[config.mk]
export PLATFORM = sky130hd
export DESIGN_NAME = rq_column_mac
export DESIGN_NICKNAME = d
export VERILOG_FILES = /design/src/rtl/rq_column_mac.sv
export SDC_FILE = /design/constraint.sdc
export NUM_CORES = 1
export LEC_CHECK = 0
export ABC_AREA = 1
export BUFFER_PORTS_ARGS = -buffer_cell sky130_fd_sc_hd__buf_4
export CORE_UTILIZATION = 39
export CTS_CLUSTER_SIZE = 28
export DETAILED_ROUTE_END_ITERATION = 16
export SLEW_MARGIN = 40
export SYNTH_ARGS = -nofsm -noshare
export SYNTH_HDL_FRONTEND = slang
export SYNTH_SLANG_ARGS = --single-unit
[constraint.sdc]
create_clock -name clk -period 10.7 [get_ports clk]
set_clock_uncertainty 0.2 [all_clocks]
set_input_delay 2.675 -clock clk [delete_from_list [all_inputs] [get_ports clk]]
set_output_delay 2.675 -clock clk [all_outputs]
set_load 0.01 [all_outputs]
[src/rtl/rq_column_mac.sv]
// One column of A' = R*Q for the 4x4 QR iteration: upper-triangular R file, one shared MAC.
// Optional RQ_SATURATE_EN: clamp each rounded element to 16 bits and flag it on out_ovf.
module rq_column_mac #(
   parameter int unsigned FRAC  = 10,
   parameter int unsigned ACC_W = 36
) (
   input  logic        clk,
   input  logic        rst_n,
   input  logic        r_wr_en,
   input  logic [1:0]  r_wr_row,
   input  logic [1:0]  r_wr_col,
   input  logic [15:0] r_wr_data,
   input  logic        in_valid,
   output logic        in_ready,
   input  logic [15:0] in_q0,
   input  logic [15:0] in_q1,
   input  logic [15:0] in_q2,
   input  logic [15:0] in_q3,
   output logic        out_valid,
   input  logic        out_ready,
   output logic [15:0] out_a0,
   output logic [15:0] out_a1,
   output logic [15:0] out_a2,
   output logic [15:0] out_a3,
   output logic        out_ovf,
   output logic        busy
);

   localparam int unsigned DW        = 16;
   localparam int unsigned PW        = 2 * DW;
   localparam int unsigned N         = 4;
   localparam int unsigned R_ENTRIES = 10;

   localparam logic signed [ACC_W-1:0] RND_HALF = ACC_W'(64'd1 << (FRAC - 1));
`ifdef RQ_SATURATE_EN
   localparam logic signed [ACC_W-1:0] SAT_MAX = ACC_W'(32'sd32767);
   localparam logic signed [ACC_W-1:0] SAT_MIN = ACC_W'(-32'sd32768);
`endif

   typedef enum logic [1:0] {
      S_IDLE = 2'd0,
      S_MAC  = 2'd1,
      S_OUT  = 2'd2
   } state_t;

   state_t state_q, state_d;

   logic [DW-1:0]           r_q [R_ENTRIES];
   logic [DW-1:0]           q_q [N];
   logic [DW-1:0]           res_q [N-1];
   logic [1:0]              row_q, col_q;
   logic signed [ACC_W-1:0] acc_q;
   logic                    ovf_acc_q;

   logic                    accept;
   logic                    row_end;
   logic                    col_last;
   logic signed [DW-1:0]    r_sel, q_sel;
   logic signed [PW-1:0]    prod;
   logic signed [ACC_W-1:0] sum, rnd;
   logic [DW-1:0]           res;
   logic                    clip;

   // Packed index of an upper-triangle element (row-major, diagonal first in each row)
   function automatic logic [3:0] tri_idx(input logic [1:0] row, input logic [1:0] col);
      logic [3:0] base;
      case (row)
         2'd0:    base = 4'd0;
         2'd1:    base = 4'd4;
         2'd2:    base = 4'd7;
         default: base = 4'd9;
      endcase
      return base + 4'(col) - 4'(row);
   endfunction

   // State register
   always_ff @(posedge clk or negedge rst_n) begin
      if (!rst_n) state_q <= S_IDLE;
      else        state_q <= state_d;
   end

   // Next state and control strobes
   always_comb begin
      state_d  = state_q;
      accept   = 1'b0;
      row_end  = 1'b0;
      col_last = 1'b0;
      case (state_q)
         S_IDLE: begin
            if (in_valid && in_ready) begin
               accept  = 1'b1;
               state_d = S_MAC;
            end
         end
         S_MAC: begin
            row_end = (col_q == 2'd3);
            if (row_end && (row_q == 2'd3)) begin
               col_last = 1'b1;
               state_d  = S_OUT;
            end
         end
         S_OUT: begin
            if (out_ready) state_d = S_IDLE;
         end
         default: state_d = S_IDLE;
      endcase
   end

   // Handshake/status outputs registered from the next state so they align with it
   always_ff @(posedge clk or negedge rst_n) begin
      if (!rst_n) begin
         in_ready  <= 1'b0;
         out_valid <= 1'b0;
         busy      <= 1'b0;
      end else begin
         in_ready  <= (state_d == S_IDLE);
         out_valid <= (state_d == S_OUT);
         busy      <= (state_d != S_IDLE);
      end
   end

   // MAC datapath: lower-triangle reads are zero, product sign-extended into the accumulator
   always_comb begin
      r_sel = (col_q >= row_q) ? r_q[tri_idx(row_q, col_q)] : '0;
      q_sel = q_q[col_q];
      prod  = r_sel * q_sel;
      sum   = acc_q + ACC_W'(prod);
      rnd   = (sum + RND_HALF) >>> FRAC;
`ifdef RQ_SATURATE_EN
      if (rnd > SAT_MAX) begin
         res  = 16'h7FFF;
         clip = 1'b1;
      end else if (rnd < SAT_MIN) begin
         res  = 16'h8000;
         clip = 1'b1;
      end else begin
         res  = DW'(rnd);
         clip = 1'b0;
      end
`else
      res  = DW'(rnd);
      clip = 1'b0;
`endif
   end

   // R register file: writable only in IDLE, upper triangle only
   always_ff @(posedge clk or negedge rst_n) begin
      if (!rst_n) begin
         for (int i = 0; i < int'(R_ENTRIES); i++) r_q[i] <= '0;
      end else if ((state_q == S_IDLE) && r_wr_en && (r_wr_col >= r_wr_row)) begin
         r_q[tri_idx(r_wr_row, r_wr_col)] <= r_wr_data;
      end
   end

   // Column sequencing, accumulation and per-row result capture
   always_ff @(posedge clk or negedge rst_n) begin
      if (!rst_n) begin
         for (int i = 0; i < int'(N); i++)     q_q[i]   <= '0;
         for (int i = 0; i < int'(N) - 1; i++) res_q[i] <= '0;
         row_q     <= '0;
         col_q     <= '0;
         acc_q     <= '0;
         ovf_acc_q <= 1'b0;
      end else if (accept) begin
         q_q[0]    <= in_q0;
         q_q[1]    <= in_q1;
         q_q[2]    <= in_q2;
         q_q[3]    <= in_q3;
         row_q     <= '0;
         col_q     <= '0;
         acc_q     <= '0;
         ovf_acc_q <= 1'b0;
      end else if (state_q == S_MAC) begin
         if (row_end) begin
            case (row_q)
               2'd0:    res_q[0] <= res;
               2'd1:    res_q[1] <= res;
               2'd2:    res_q[2] <= res;
               default: ;
            endcase
            acc_q     <= '0;
            ovf_acc_q <= ovf_acc_q | clip;
            row_q     <= row_q + 2'd1;
            col_q     <= row_q + 2'd1;
         end else begin
            acc_q <= sum;
            col_q <= col_q + 2'd1;
         end
      end
   end

   // Output column: loaded only on the transition into OUT, held otherwise
   always_ff @(posedge clk or negedge rst_n) begin
      if (!rst_n) begin
         out_a0  <= '0;
         out_a1  <= '0;
         out_a2  <= '0;
         out_a3  <= '0;
         out_ovf <= 1'b0;
      end else if (col_last) begin
         out_a0  <= res_q[0];
         out_a1  <= res_q[1];
         out_a2  <= res_q[2];
         out_a3  <= res;
         out_ovf <= ovf_acc_q | clip;
      end
   end

endmodule

==> results.ini <==
[worst_setup_path]
worst_ep_required_time_ns = 11.01
cp_max_fo = 52
reg2reg_from = row_q[0]
cp_slowest_cell = ha_2
setup.worst_path.start = row_q[0]
worstSetupEndpointType = flip-flop
crit_type = flip-flop to flip-flop
arrival_ns = 10.07
startpoint_type = flip-flop
cpPeakStageDelay_ns = 0.61

[cells_and_area]
utilization = 0.4544
nets = 3628
drive_gt1_frac = 0.1211
area_growth_pct = 14.44
n_antenna_cell = 0

[floorplanning]
dieArea_mm2 = 0.06702
core_mm2 = 0.06481
io_pins = 157
initial_core_util = 0.3971
rows = 93
die_x_um = 258.9
dieHeight_um = 258.9

[placed_design]
place_congestion = 0.8976
dp.final_hpwl_um = 50240
portBuffers = 155

[clock_network]
cts_made_buffers = 43
clockBufferDepth = 3
cts_htree_levels = 2
postCtsResizedCells = 0
holdBufCountCts = 0
clk_latency_ns = 0.58
clk_pin_slew_worst_paths_ns = 0.06
cts-root-buf = clkbuf_16
cts_sinks = 371
cts_tree = done
cts_setup_buffers = 0

[synth]
avgSynthCellArea_um2 = 8.405
async_reset_ff_frac = 1.000
syn-num-nets = 3492
yosys_warnings = 0
synth_xor_area_frac = 0.01429
synthAdderAreaFrac = 0.2343
synthSimpleGateAreaFrac = 0.2078
synth_edf_count = 0
post_synth_inst_count = 3062
synth_compound_area_frac = 0.09126
ys.flop_type = dfrtp_1
seq_area_frac_synth = 0.3608
ys_ff_latch = 371
synth_top_family_by_area = adder cells
synthMuxAreaShare = 0.003890
syn_area_mm2 = 0.02573
netlist-cell-type-count = 60

[global_route]
antenna_found_initial = 0
grt_max_degree = 103
grt_use_total = 0.2122
overflow = 0
grt_pass1_wl_um = 112500
grt_pass1_vias = 20670

[outcome]
status = complete, no violations

[routing]
wl_per_cell_um = 16.82
wl_um = 68680
first_pass_iters = 7
vias = 20160
ant_nets = 0
drt_iter0_markers = 1260
drcViolationCount = 0
vias_per_cell = 4.935

[timing]
worst_pin_slew_ns = 0.8491
timing.final.crit_share = 0.9122
slew_viol_final = 0
whs_ns = 0.2673
maxSlewHeadroom = 0.4326
rsz0062_at_grt = no
fmax_ghz = 0.1025
hold_viol_final = 0
tns_ns = 0
finalSetupViolCount = 0
fin_crit_ns = 9.760

[worst_hold_path]
hold_start = res_q[1]
hold_class = flip-flop to flip-flop

[flow_run]
max-cap-violations = 0

[metal layers]
metal,share of wire,global-route usage,up-vias
li1,-,-,9702
met1,0.43,0.2743,9924
met2,0.50,0.3727,428
met3,0.037,0.02533,102
met4,0.027,0.05934,0
met5,0,0,-
[placed cells by master (no fill, tap or decap), types with 22 or more instances in the layout]
cell type  synthesis  routed
nand2_1          939     933
inv_1            444     444
dfrtp_1          371     371
o21ai_0          290     290
fa_1             235     235
buf_4              9     207
nor2_1           180     179
ha_1             106     105
nand3_1           80      79
a21oi_1           57      57
clkbuf_16          0      44
or2_2             36      36
xor2_1            22      22
[stage by stage]
step / cells / setup WS (ns) / cell area (µm²)
6_report: 4084 / 0.9398 / 29450
4_1_cts: 4083 / 1.020 / 29410
3_3_place_gp: 4007 / 1.198 / 27940
3_5_place_dp: 4007 / 1.010 / 27950
2_1_floorplan: 3062 / 2.167 / 25730
5_1_grt: 4084 / 0.3100 / 29450
[critical path, delay by kind of cell (launching register included)]
family	cells	cell delay, ns
adder cells (fa/ha/maj)	9	4.24
AND/OR/NAND/NOR	9	1.55
XOR/XNOR	2	0.49
flip-flops	1	0.46
AO/OA/AOI/OAI	6	1.07
buffers and inverters	8	1.66
[final timing paths]
path / endpoint / slack [ns] / depth (start not counted)
setup reg to reg: res_q[30] / 0.94 / 34
max in group asynchronous: r_q[42] / 7.10 / 3
min in group asynchronous: out_a1[3] / 1.76 / 1
setup / recovery: res_q[30] / 0.94 / 34
hold / removal: out_a2[1] / 0.27 / 2
hold reg to reg: out_a2[1] / 0.27 / 2
[cells by family after synthesis]
family                     Yosys count
and+or+nand+nor                   1298
buffers and inverters              582
AOI/OAI and AO/OA                  425
DFF                                371
adders and majority gates          341
xor gates and xnor gates            34
muxes                               10
other                                1
[area by class of cell]
class	instances	area (µm²)
clock inverters	15	225.2
fillers	6371	35360
well taps	855	1070
inverters	458	1722
repair buffers	215	1690
clock buffers	61	1235
multi-input cells	2109	14220
flip-flops and latches	371	9284
[state kept, by name, indices dropped and copies added, names as in the netlist]
signal and count:
res_q 48, out_a1 16, acc_q 26, col_q 2, q_q 64, in_ready 1
out_a0 16, state_q 2, out_a3 16, out_valid 1, busy 1, row_q 2
r_q 160, out_a2 16
[Yosys cell counts, drive strengths merged (2+ instances only)]
cell type / number / area share
a211oi: 2 / 0.00058
a21o: 4 / 0.0012
a21oi: 63 / 0.013
a22o: 5 / 0.0017
a22oi: 5 / 0.0015
a32o: 7 / 0.0027
a32oi: 15 / 0.0054
and2: 2 / 0.00049
buf: 34 / 0.0075
clkbuf: 90 / 0.013
clkinv: 2 / 0.00029
dfrtp: 371 / 0.36
fa: 235 / 0.18
ha: 106 / 0.052
inv: 456 / 0.067
mux2i: 10 / 0.0039
nand2: 954 / 0.14
nand3: 90 / 0.019
nand3b: 5 / 0.0019
nand4: 10 / 0.0030
nor2: 186 / 0.029
nor3: 9 / 0.0022
nor4: 3 / 0.0016
o211ai: 7 / 0.0022
o21ai: 308 / 0.060
o21bai: 2 / 0.00058
o22ai: 3 / 0.00073
or2: 39 / 0.0095
xnor2: 5 / 0.0017
xor2: 28 / 0.012
Power is not shown: default switching activity piles up to over one toggle a cycle in this logic, so the estimate is an artifact.
